<file path="src/rtl/matrix_mul_seq_ctrl.sv">
// matrix_mul_seq_ctrl: 3x3 matrix product C = A x B computed with one shared MAC, 27 cycles per product.
// Define MATMUL_SAT_EN to saturate result elements at 2^DW-1 instead of truncating.
module matrix_mul_seq_ctrl #(
    parameter int DW = 8
) (
    input  logic            clk,
    input  logic            rst_n,
    input  logic            start,
    input  logic [9*DW-1:0] a,
    input  logic [9*DW-1:0] b,
    output logic            busy,
    output logic            done,
    output logic [9*DW-1:0] c
);
    localparam logic [1:0] IDLE = 2'd0;
    localparam logic [1:0] RUN  = 2'd1;
    localparam logic [1:0] DN   = 2'd2;
    logic [1:0]        state, i, j, k;
    logic [2*DW+1:0]   acc, sum;
    logic [9*DW-1:0]   ra, rb, shadow, shadow_nxt;
    logic [DW-1:0]     ma [9];
    logic [DW-1:0]     mb [9];
    logic [DW-1:0]     res;
    logic [2*DW-1:0]   prod;
    logic [3:0]        ia, ib, ic;
    logic              last;
    always_comb begin
        for (int n = 0; n < 9; n++) begin
            ma[n] = ra[(8-n)*DW +: DW];
            mb[n] = rb[(8-n)*DW +: DW];
        end
        ia = 4'(3 * i + k);
        ib = 4'(3 * k + j);
        ic = 4'(3 * i + j);
        prod = ma[ia] * mb[ib];
        sum = acc + {2'b00, prod};
`ifdef MATMUL_SAT_EN
        res = |sum[2*DW+1:DW] ? '1 : sum[DW-1:0];
`else
        res = sum[DW-1:0];
`endif
        shadow_nxt = shadow;
        shadow_nxt[(4'd8 - ic)*DW +: DW] = res;
        last = (i == 2'd2) && (j == 2'd2) && (k == 2'd2);
    end
    assign busy = (state == RUN);
    assign done = (state == DN);
    always_ff @(posedge clk) begin
        if (!rst_n) begin
            state  <= IDLE;
            i      <= '0;
            j      <= '0;
            k      <= '0;
            acc    <= '0;
            shadow <= '0;
            ra     <= '0;
            rb     <= '0;
            c      <= '0;
        end else if (state == IDLE) begin
            if (start) begin
                ra     <= a;
                rb     <= b;
                i      <= '0;
                j      <= '0;
                k      <= '0;
                acc    <= '0;
                shadow <= '0;
                state  <= RUN;
            end
        end else if (state == RUN) begin
            if (k != 2'd2) begin
                acc <= sum;
                k   <= k + 2'd1;
            end else begin
                shadow <= shadow_nxt;
                acc    <= '0;
                k      <= '0;
                j      <= (j == 2'd2) ? 2'd0 : j + 2'd1;
                i      <= (j != 2'd2) ? i : (i == 2'd2) ? 2'd0 : i + 2'd1;
                // final element goes straight to c so it is visible in the DONE cycle
                if (last) begin
                    c     <= shadow_nxt;
                    state <= DN;
                end
            end
        end else begin
            state <= IDLE;
        end
    end
endmodule

</file>
<file path="config.mk">
export PLATFORM = sky130hd
export DESIGN_NAME = matrix_mul_seq_ctrl
export DESIGN_NICKNAME = d
export VERILOG_FILES = /design/src/rtl/matrix_mul_seq_ctrl.sv
export SDC_FILE = /design/constraint.sdc
export NUM_CORES = 1
export LEC_CHECK = 0
export BUFFER_PORTS_ARGS = -buffer_cell sky130_fd_sc_hd__clkbuf_2
export CORE_ASPECT_RATIO = 0.9
export CORE_UTILIZATION = 54
export DETAILED_ROUTE_END_ITERATION = 16
export GPL_TIMING_DRIVEN = 0
export PLACE_DENSITY = 0.87
export SYNTH_ARGS = -nofsm -noshare
export SYNTH_HDL_FRONTEND = slang
export SYNTH_SLANG_ARGS = --single-unit
</file>
<file path="constraint.sdc">
create_clock -name clk -period 10.8 [get_ports clk]
set_clock_uncertainty 0.1 [all_clocks]
set_input_delay 0.54 -clock clk [delete_from_list [all_inputs] [get_ports clk]]
set_output_delay 0.54 -clock clk [all_outputs]
set_load 0.005 [all_outputs]
</file>
* Yosys cells after proc, flatten, opt, wreduce, memory -nomap -nowiden
Index checks and enable logic that the tools add are counted.
** Cells by class
- Add/subtract/negate cells :: 9
- Multiply operators :: 3
- Divide/modulo/power cells :: 0
- Magnitude comparators :: 2
- Eq/ne operators :: 12
- Shifts and indexed selects :: 2
- Multiplexer cells :: 33
- Bitwise logic cells :: 4
- Reductions and logical operators :: 10
** Operators with widths (count)
- 72-bit two-way mux :: 4
- 72-bit bitwise mux :: 1
- 18-bit two-way mux :: 4
- 8-bit by 34-bit variable shift with 72-bit output (first input constant) :: 1
- 8-bit by 34-bit variable part select with 72-bit output :: 1
- 8-bit binary-select mux with 4-bit select :: 2
- 2-bit two-way mux :: 18
- 32-bit negation with 34-bit output :: 1
- 8-bit two-way mux :: 4
- 18-bit by 16-bit adder with 18-bit output :: 1
- 8-bit by 8-bit multiplier with 16-bit output :: 1
- 4-bit by 2-bit adder with 4-bit output :: 3
- 5-bit >= comparator (second input constant) :: 2
- 2-bit != test (second input constant) :: 5
- 4-bit NOT with 5-bit output :: 2
- 2-bit == test (second input constant) :: 4
- 2-bit by 2-bit multiplier with 4-bit output (first input constant) :: 2
- 4-bit AND reduction :: 2
- 2-bit by 1-bit adder with 2-bit output (second input constant) :: 3
- 3-bit AND reduction :: 2
- 4-bit by 4-bit subtractor with 5-bit output (first input constant) :: 1
- 2-bit AND reduction :: 2
- 3-bit by 1-bit != test with 1-bit output (second input constant) :: 1
- 3-bit != test (second input constant) :: 1
- 5 further kinds :: 7
** Word-level totals
- Bits in registers :: 314
- Bits in latches :: 0
- Memory bits (writable) :: 0
- Memory bits (read-only) :: 0
- Input port bits :: 147
- Output and inout port bits :: 74
- Logic and storage cells :: 84
- Memories :: 0

* Logic depth before layout (Yosys ltp)
Gate-level depths: netlist of the first run.
- Word-level depth :: 13
- Mapped depth :: 28
- Gate-level depth less buffers :: 26

* Least setup slack after synthesis of the first run
Ideal clock, no wire load.
- Kind :: register to register
- Start point :: reg j[1]
- End point :: reg shadow[39]
- Setup time :: 128 ps
- Arrival :: 6809 ps
- Data required time :: 10572 ps
- Slack :: 3763 ps
- Stages on the path, launching flop included :: 27
- Path buffers :: 2
- Period minus slack after synthesis :: 7037 ps
- Cells stage by stage :: dfxtp_1 > fa_1 > ha_1 > inv_1 > fa_1 > buf_2 > mux4_2 > mux2_2 > a22o_2 > nand2_1 > fa_1 > fa_1 > inv_1 > ha_1 > inv_1 > fa_1 > inv_1 > fa_1 > a21o_1 > a21oi_1 > xnor2_1 > xnor2_1 > xnor3_1 > xnor3_2 > buf_6 > a32oi_1 > nor2_1
** On the way
- Cells in the longest elaborated chain, start to end :: 12
- Elaborated cells on any way between the ends :: 16
- Those cells by class :: add/sub: 5; mul: 1; shift: 2; mux: 7; bitwise: 1
** RTL lines
- start: declaration :: line 18 : logic [1:0] state, i, j, k;
- start signal: assignment :: line 78 : j <= (j == 2'd2) ? 2'd0 : j + 2'd1;
- 4-bit by 2-bit adder with 4-bit output :: line 33 : ib = 4'(3 * k + j);
- 4-bit NOT with 5-bit output (not written as such) :: line 35 : prod = ma[ia] * mb[ib];
- 8-bit binary-select mux with 4-bit select :: line 35
- 8-bit two-way mux (not written as such) (2 in a row) :: line 35
- 8-bit by 8-bit multiplier with 16-bit output :: line 35
- 18-bit by 16-bit adder with 18-bit output :: line 36 : sum = acc + {2'b00, prod};
- 8-bit by 34-bit variable part select with 72-bit output :: line 43 : shadow_nxt[(4'd8 - ic)*DW +: DW] = res;
- 72-bit bitwise mux (*) :: line 43
- 72-bit two-way mux (*) :: line 71 : if (k != 2'd2) begin
- 72-bit two-way mux (*) :: line 70 : end else if (state == RUN) begin
- 72-bit two-way mux (*) :: line 59 : end else if (state == IDLE) begin
- end signal: assignment :: line 75 : shadow <= shadow_nxt;
- end: declaration :: line 20 : logic [9*DW-1:0] ra, rb, shadow, shadow_nxt;
Every way passes the cells marked *; elsewhere a longest branch is shown, timed or not. The select of a mux whose other input is x is not followed.
A chain may end at the register's enable or synchronous reset.

* Worst setup path in the final report of the first run
- Start point :: reg j[1]
- End point :: reg shadow[55]
Same word-level chain as after synthesis.

==> run_results.csv, run 1 <==
group,metric,value,unit
grt,grt_pass1_vias,13100,
grt,gr-usage-met1,0.412,
sta,fmax,125,MHz
clock_network,root_buffer,"clkbuf_16",
logic_synthesis,syn_avg_cell_area,8.32,µm²
grt,track_usage,0.320,
grt,grt_first_pass_wirelength,66.1,mm
placed_design,pre_cts_ws,2.95,ns
run,maxCapViolCount,0,
logic_synthesis,ys_seq_area_frac,0.436,
sta,fin_setup_tns,0,ns
power,seqPwrFrac,0.442,
clock_network,clockBufferDepth,3,
power,power.density,160,nW/µm²
worst_setup_path,end_kind,"flop",
power,intPower,1960,µW
layout,layout_common_cells,"398 x nand2_1, 304 x dfxtp_1, 220 x clkbuf_2, 192 x nor2_1, 174 x a21oi_1",
hold_path,hold_path_class,"input pin to flop",
clock_network,clk_pin_slew,0.06,ns
logic_synthesis,synthCells,1677,
worst_setup_path,cp.arrival,8.30,ns
worst_setup_path,crit_start,"j[1]",
sta,slew_violations,0,
die,rows,55,
grt,grt_util_met3,0.0732,
die,fp.dieW,171,µm
worst_setup_path,cpMaxStageDelayCell,"fa_1",
grt,grt_start_max_net_pins,14,
logic_synthesis,ys_ff_latch,304,
worst_setup_path,cpMostUsedCell,"fa_1",
sta,fin_hold_ws,0.131,ns
route,routed_via_density,5.87,
die,core,25300,µm²
power,p_sw_frac,0.264,
logic_synthesis,syn_area,14000,µm²
grt,grt_remaining_overflow,0,
logic_synthesis,syn_nets,1877,
logic_synthesis,ys_warn_count,0,
worst_setup_path,reg2reg_depth,26,
clock_network,cts_tree,"built",
worst_setup_path,crit_required,11.10,ns
worst_setup_path,worstReg2RegEnd,"shadow[55]",
worst_setup_path,worstSetupStartpointType,"flop",
power,peakVddDrop,0.000110,V
route,avgRoutedWirePerCell,18.5,µm
power,p_leak,0.00647,µW
worst_setup_path,path_delay_family,"adder cells",
layout,synthToLayoutAreaGrowth,19.2,%
logic_synthesis,yosysUniqueCellTypes,58,
worst_setup_path,path_max_fanout,10,
worst_setup_path,path_class,"flop to flop",
clock_network,cts-resized-gates,0,
die,ios,221,
grt,antenna_found_initial,0,
die,fp.dieArea,26500,µm²
logic_synthesis,synth_ff_type,"dfxtp_1",
sta,worst_slack,2.80,ns
grt,grt_busiest_layer,"met2",
worst_setup_path,r2r-start,"j[1]",
placed_design,place_hpwl,30.8,mm
sta,finalCriticalPeriod,8.00,ns
die,start_util,0.552,
worst_setup_path,worst_path_largest_cell_delay,0.55,ns
sta,slew_headroom,0.227,
worst_setup_path,crit_cells,26,
run_status,status,"finished, final reports clean",
worst_setup_path,path_buf_inv,6,
layout,nets,2133,
grt,met2_usage,0.507,
clock_network,holdBufCountCts,0,
layout,drive_gt1_frac,0.164,
sta,period_share,0.741,
route,drtPass1Iterations,9,
route,drt_wl_total,42.4,mm
clock_network,htreeDepth,2,
route,drt_iter0_drc,1459,
logic_synthesis,synth_enable_flop_cells,0,
clock_network,insertion_delay,0.53,ns
worst_setup_path,rrSetupSlack,2.80,ns
clock_network,cts_setup_buffers,0,
route,dr_total_vias,13500,
layout,final_area,16600,µm²
placed_design,numPortBuffers,220,
power,clockPowerShare,0.445,
clock_network,cts_buffers,34,
power,p_comb_frac,0.114,
layout,final_common_cell,"nand2_1",
worst_setup_path,crit_path_end,"shadow[55]",
route,drc,0,
route,ant_nets,0,
power,p_sw,703,µW
sta,rsz0062_at_grt,"false",
die,die_h,154,µm
sta,setup_viol,0,
layout,antenna_cells,0,
clock_network,clock_sinks,304,
logic_synthesis,async_reset_ff_frac,0,
placed_design,gp_congestion,0.960,
sta,hold_violations,0,
placed_design,placed_area,15500,µm²
sta,tightest_slew,1.15,ns
-- through the flow --
stage                      util  power, µW  std cells
after global placement    0.613       1480       2239
final                     0.658       2660       2299
after floorplan               -       1380       1677
after global routing      0.658       2730       2299
after detailed placement  0.613       1490       2239
after CTS                 0.658       2650       2299
-- logic make-up (layout without fill, tap and decap cells) --
kind of cell    after synthesis  count (layout)  synth area share
mux                          80              80            0.0746
compound gates              371             371             0.169
fa+ha+maj                    53              53            0.0594
simple gates                670             670             0.192
buf+inv                     178             458            0.0504
flops                       304             304             0.436
xor+xnor                     21              21            0.0181
-- state kept, by name, summed over array words and instances, names as in the netlist --
name,flops
k,2
shadow,72
i,2
j,2
c,72
mb,72
acc,8
state,2
ma,72
-- worst reg2reg max path: stages, from the launching register on --
cell,delay (ns)
dfxtp_1,0.37
fa_1,0.55
ha_1,0.14
inv_1,0.05
fa_1,0.48
buf_2,0.26
and2b_1,0.28
nor3b_2,0.52
a32o_1,0.37
nand2_1,0.12
fa_1,0.53
fa_1,0.52
inv_1,0.05
ha_1,0.28
inv_1,0.06
fa_1,0.54
inv_1,0.08
fa_1,0.49
a21o_1,0.21
a21oi_1,0.22
xnor2_1,0.17
xnor2_1,0.16
xnor3_1,0.26
xnor3_2,0.53
buf_6,0.22
a32oi_1,0.22
nor2_1,0.06
-- worst min path at each step --
stage | end | from | cells past startpoint
final | ma[46] | a[46] | 3
after global routing | ma[54] | a[54] | 3
after CTS | mb[65] | b[65] | 3
after detailed placement | ma[41] | ma[41] | 2
after global placement | ma[41] | ma[41] | 2
after floorplan | ma[17] | ma[17] | 2
-- power groups by stage --
| stage | clock network [µW] | registers [µW] | logic, µW |
|---|---|---|---|
| 3_5_place_dp | 0 | 1200 | 290 |
| 6_report | 1180 | 1180 | 302 |
| 5_1_grt | 1230 | 1180 | 325 |
| 2_1_floorplan | 0 | 1190 | 185 |
| 4_1_cts | 1180 | 1180 | 293 |
| 3_3_place_gp | 0 | 1200 | 283 |
-- metal layers --
metal | part of all wire | vias up
met2 | 0.46 | 760
met5 | 0 | -
met4 | 0.044 | 0
li1 | - | 6222
met1 | 0.40 | 6365
met3 | 0.10 | 156
-- synthesized netlist by cell type (21+ instances only) --
cell,instances,share of area
nand3_1,21,0.0075
mux2i_1,59,0.042
dfxtp_1,304,0.44
fa_1,22,0.032
nor2_1,192,0.052
a22oi_1,62,0.033
a21oi_1,174,0.062
inv_1,52,0.014
ha_1,31,0.028
clkbuf_1,97,0.026
nand2_1,398,0.11
a211oi_1,34,0.018
-- cell type report --
type / instances / area [µm²]
Fill cell: 2033 / 8630
Buffer: 124 / 500
Clock inverter: 12 / 141
Inverter: 54 / 203
Timing Repair Buffer: 220 / 1100
Tap cell: 342 / 428
Clock buffer: 48 / 1000
Multi-Input combinational cell: 1195 / 7160
Sequential cell: 304 / 6090
No activity file was read; power rests on OpenSTA's default activity.
==> run 2, diff against run 1 <==
==> constraint.sdc (replaced) <==
create_clock -name clk -period 8 [get_ports clk]
set_clock_uncertainty 0.1 [all_clocks]
set_input_delay 0.4 -clock clk [delete_from_list [all_inputs] [get_ports clk]]
set_output_delay 0.4 -clock clk [all_outputs]
set_load 0.005 [all_outputs]
==> run_results.csv, run 2 (synthesis gave the netlist of run 1 again) <==
group,metric,value,unit
run_status,status,"finished, final reports clean",
worst_setup_path,path_buf_inv,6,
power,p_comb_frac,0.115,
sta,slew_headroom,0.190,
layout,utilization,0.664,
route,ant_nets,0,
placed_design,dp_cells,2239,
grt,grt_pass1_vias,13100,
run,maxCapViolCount,0,
layout,drive_gt1_frac,0.165,
sta,worst_slack,0.198,ns
route,drt_iter0_drc,1425,
sta,finalCriticalPeriod,7.80,ns
power,p_total,3600,µW
route,dr_total_vias,13600,
die,rows,55,
clock_network,clock_sinks,304,
die,core,25300,µm²
grt,track_usage,0.321,
grt,grt_remaining_overflow,0,
worst_setup_path,worstSetupStartpointType,"flop",
clock_network,insertion_delay,0.53,ns
die,fp.dieArea,26500,µm²
grt,antenna_found_initial,0,
worst_setup_path,r2r-start,"k[0]",
die,fp.dieW,171,µm
clock_network,cts_buffers,34,
worst_setup_path,cpMostUsedCell,"fa_1",
worst_setup_path,cpMaxStageDelayCell,"fa_1",
clock_network,cts_tree,"built",
clock_network,clk_pin_slew,0.06,ns
worst_setup_path,worst_path_largest_cell_delay,0.54,ns
clock_network,clockBufferDepth,3,
hold_path,hold_path_class,"input pin to flop",
power,peakVddDrop,0.000149,V
die,ios,221,
clock_network,root_buffer,"clkbuf_16",
worst_setup_path,path_max_fanout,10,
worst_setup_path,cp.arrival,8.09,ns
layout,fill_cells,2006,
clock_network,htreeDepth,2,
sta,fin_setup_tns,0,ns
power,clockPowerShare,0.443,
placed_design,numPortBuffers,220,
route,drtPass1Iterations,6,
grt,grt_start_max_net_pins,14,
layout,nets,2142,
worst_setup_path,crit_required,8.29,ns
worst_setup_path,path_delay_family,"adder cells",
sta,period_share,0.975,
layout,fin_cells,2308,
placed_design,gp_congestion,0.960,
worst_setup_path,path_class,"flop to flop",
layout,antenna_cells,0,
power,p_sw,945,µW
sta,hold_violations,0,
route,avgRoutedWirePerCell,18.5,µm
power,power.density,214,nW/µm²
power,p_leak,0.00653,µW
worst_setup_path,end_kind,"flop",
route,drt_wl_total,42.6,mm
route,drc,0,
die,start_util,0.552,
placed_design,pre_cts_ws,0.151,ns
worst_setup_path,crit_start,"k[0]",
layout,final_common_cell,"nand2_1",
layout,synthToLayoutAreaGrowth,20.2,%
sta,fmax,128,MHz
power,seqPwrFrac,0.442,
sta,setup_viol,0,
layout,layout_common_cells,"398 x nand2_1, 304 x dfxtp_1, 220 x clkbuf_2, 192 x nor2_1, 174 x a21oi_1",
clock_network,cts_setup_buffers,0,
sta,slew_violations,0,
sta,tightest_slew,1.21,ns
die,die_h,154,µm
hold_path,hp-start,"a[45]",
power,p_sw_frac,0.263,
power,intPower,2650,µW
placed_design,place_hpwl,30.8,mm
grt,grt_first_pass_wirelength,66.4,mm
route,routed_via_density,5.88,
run 2: cell types whose count changed in the layout (fill, tap and decap cells not counted), sizes merged:
cell and change:
buf -2, clkbuf +2, dlygate4sd3 +9
run 2: area by class of cell:
| type | instances | area (µm²) | area share |
|---|---|---|---|
| tap | 342 | 428 | 0.0255 |
| buffer | 124 | 505 | 0.0301 |
| clock inverter | 12 | 141 | 0.00843 |
| sequential | 304 | 6090 | 0.363 |
| multi-input combinational | 1195 | 7210 | 0.430 |
| inverter | 54 | 203 | 0.0121 |
| clock buffer | 48 | 1000 | 0.0598 |
| timing repair buffer | 229 | 1190 | 0.0710 |
run 2: what timing repair did:
action	CTS	global route
resized for setup	0	11
hold buffers	9	0
endpoints found under the hold margin	9	0
setup endpoints to repair	0	23
run 2: metal layers:
metal | GRT usage | wire, µm | part of all wire | vias up
met1 | 0.412 | 17100 | 0.40 | 6412
met5 | 0.00756 | 23 | 0.00054 | -
met2 | 0.509 | 19500 | 0.46 | 765
met4 | 0.153 | 1790 | 0.042 | 2
li1 | - | - | - | 6246
met3 | 0.0732 | 4190 | 0.098 | 148
run 2: power by group through the flow:
stage	logic [µW]	registers, µW	clock network (µW)
final	414	1590	1590
after global routing	445	1590	1650
after CTS	399	1590	1600
after detailed placement	391	1620	0
after global placement	382	1620	0
after floorplan	250	1610	0
run 2: worst register-to-register path: stages, from the launching register on:
cell and delay (ns):
dfxtp_1 0.39, fa_1 0.54, ha_1 0.14, inv_1 0.05, fa_1 0.48, clkbuf_4 0.23
mux4_2 0.53, mux2_2 0.29, a22o_2 0.29, nand2_1 0.11, fa_1 0.45, fa_1 0.52
inv_1 0.05, ha_1 0.28, inv_1 0.06, fa_1 0.54, inv_1 0.07, fa_1 0.49
a21o_1 0.21, a21oi_1 0.22, xnor2_1 0.17, xnor2_1 0.16, xnor3_1 0.26, xnor3_2 0.53
buf_6 0.22, a32oi_1 0.23, nor2_1 0.06
run 2: final timing paths:
kind,slack [ns],to,cells after the start
max,0.20,shadow[55],26
min,0.0008,ma[45],3
max reg2reg,0.20,shadow[55],26
min reg2reg,0.35,ma[41],2
run 2: through the flow:
step                hold slack [ns]  area [µm²]
finish                     0.000850       16800
global route                0.00906       16800
CTS                        0.000743       16700
detailed placement            0.345       15500
global placement              0.339       15500
floorplan                     0.332       14000
==> run 3, diff against run 2 <==
--- a/config.mk
+++ b/config.mk
@@ -7,10 +7,10 @@
 export LEC_CHECK = 0
 export BUFFER_PORTS_ARGS = -buffer_cell sky130_fd_sc_hd__clkbuf_2
 export CORE_ASPECT_RATIO = 0.9
-export CORE_UTILIZATION = 54
+export CORE_UTILIZATION = 35
 export DETAILED_ROUTE_END_ITERATION = 16
 export GPL_TIMING_DRIVEN = 0
-export PLACE_DENSITY = 0.87
+export PLACE_DENSITY = 0.64
 export SYNTH_ARGS = -nofsm -noshare
 export SYNTH_HDL_FRONTEND = slang
 export SYNTH_SLANG_ARGS = --single-unit
==> run_results.csv, run 3 (synthesis gave the netlist of run 1 again) <==
group,metric,value,unit
run_status,status,"finished, final reports clean",
sta,tightest_slew,0.870,ns
route,dr_total_vias,13600,
placed_design,gp_congestion,0.878,
clock_network,clock_sinks,304,
grt,grt_first_pass_wirelength,71.7,mm
grt,grt_start_max_net_pins,15,
worst_setup_path,end_kind,"flop",
grt,grt_util_met3,0.0434,
clock_network,htreeDepth,2,
worst_setup_path,cpMostUsedCell,"fa_1",
layout,nets,2264,
layout,final_area,18300,µm²
sta,fin_setup_tns,0,ns
clock_network,cts_buffers,34,
route,drc,0,
grt,gr-usage-met1,0.304,
clock_network,cts_tree,"built",
power,p_leak,0.00710,µW
route,ant_nets,0,
die,ios,221,
grt,met2_usage,0.363,
die,die_h,191,µm
worst_setup_path,path_class,"flop to flop",
clock_network,clockBufferDepth,3,
clock_network,insertion_delay,0.55,ns
grt,grt_pass1_vias,13200,
sta,slew_headroom,0.418,
die,start_util,0.354,
hold_path,hold_path_class,"input pin to flop",
die,fp.dieW,212,µm
placed_design,place_hpwl,34.4,mm
power,peakVddDrop,0.000131,V
worst_setup_path,crit_required,8.31,ns
layout,final_common_cell,"nand2_1",
placed_design,numPortBuffers,220,
layout,antenna_cells,0,
clock_network,clk_pin_slew,0.07,ns
worst_setup_path,rrSetupSlack,0.35,ns
grt,track_usage,0.230,
layout,synthToLayoutAreaGrowth,31.4,%
sta,slew_violations,0,
worst_setup_path,cpMaxStageDelayCell,"fa_1",
grt,grt_busiest_layer,"met2",
layout,fin_cells,2622,
die,core,39400,µm²
worst_setup_path,worst_path_largest_cell_delay,0.55,ns
sta,rsz0062_at_grt,"false",
route,avgRoutedWirePerCell,18.0,µm
run,maxCapViolCount,0,
route,drt_wl_total,47.3,mm
route,routed_via_density,5.18,
worst_setup_path,cp.arrival,7.96,ns
die,rows,69,
grt,antenna_found_initial,1,
worst_setup_path,path_delay_family,"adder cells",
worst_setup_path,path_max_fanout,10,
grt,grt_remaining_overflow,0,
worst_setup_path,path_buf_inv,6,
layout,layout_common_cells,"398 x nand2_1, 304 x dfxtp_1, 220 x clkbuf_2, 192 x nor2_1, 174 x a21oi_1",
sta,period_share,0.956,
route,drtPass1Iterations,5,
sta,hold_violations,0,
sta,setup_viol,0,
worst_setup_path,worstSetupStartpointType,"flop",
power,power.density,207,nW/µm²
layout,drive_gt1_frac,0.160,
layout,fill_cells,3854,
route,drt_iter0_drc,1145,
sta,fmax,131,MHz
placed_design,dp_cells,2429,
clock_network,root_buffer,"clkbuf_16",
sta,finalCriticalPeriod,7.65,ns
placed_design,placed_area,15700,µm²
die,fp.dieArea,40700,µm²
run 3: worst paths after layout:
| path | start | endpoint | cells after the start |
|---|---|---|---|
| worst max-delay path | j[1] | c[63] | 26 |
| worst min-delay path | a[36] | ma[36] | 3 |
| worst max register to register | j[1] | c[63] | 26 |
| worst min register to register | ma[8] | ma[8] | 2 |
run 3: final cells by class:
cell class	count	area, µm²	area share
Tap cell	532	666	0.0363
Timing Repair Buffer	351	2400	0.131
Clock inverter	15	255	0.0139
Sequential cell	304	6090	0.332
Clock buffer	47	981	0.0535
Buffer	124	505	0.0276
Multi-Input combinational cell	1195	7230	0.395
Inverter	54	203	0.0111
run 3: what timing repair did:
| item | CTS | global route |
|---|---|---|
| gates resized for setup | 3 | 13 |
| pin swaps | 0 | 3 |
| buffers inserted | 0 | 5 |
| hold buffers | 126 | 0 |
| setup endpoints to repair | 2 | 27 |
| hold endpoints to repair | 126 | 0 |
run 3: power by group:
group / internal [µW] / leakage [µW] / switching (µW)
logic: 181 / 0.00403 / 286
registers: 1560 / 0.00247 / 27.4
clock network: 1060 / 0.000597 / 670
run 3: metal layers:
layer	wire (µm)	up-vias
met3	3400	111
met1	20500	6449
met4	1740	2
met2	21600	509
li1	-	6513
met5	12	-
run 3: worst min-delay path: cells and delay by family:
family,cells,cell delay (ns)
buffers and inverters,1,0.08
and+or+nand+nor,1,0.07
AOI/OAI and AO/OA,1,0.06
run 3: metrics by stage:
step           utilization  setup WS, ns  hold slack, ns  power [µW]
6_report             0.466         0.349          0.0164        3790
5_1_grt              0.466         0.104         0.00962        3910
4_1_cts              0.463       0.00791        0.000122        3800
3_5_place_dp         0.399      -0.00717           0.343        2030
3_3_place_gp         0.399         0.125           0.339        2020
2_1_floorplan            -         0.963           0.332        1860
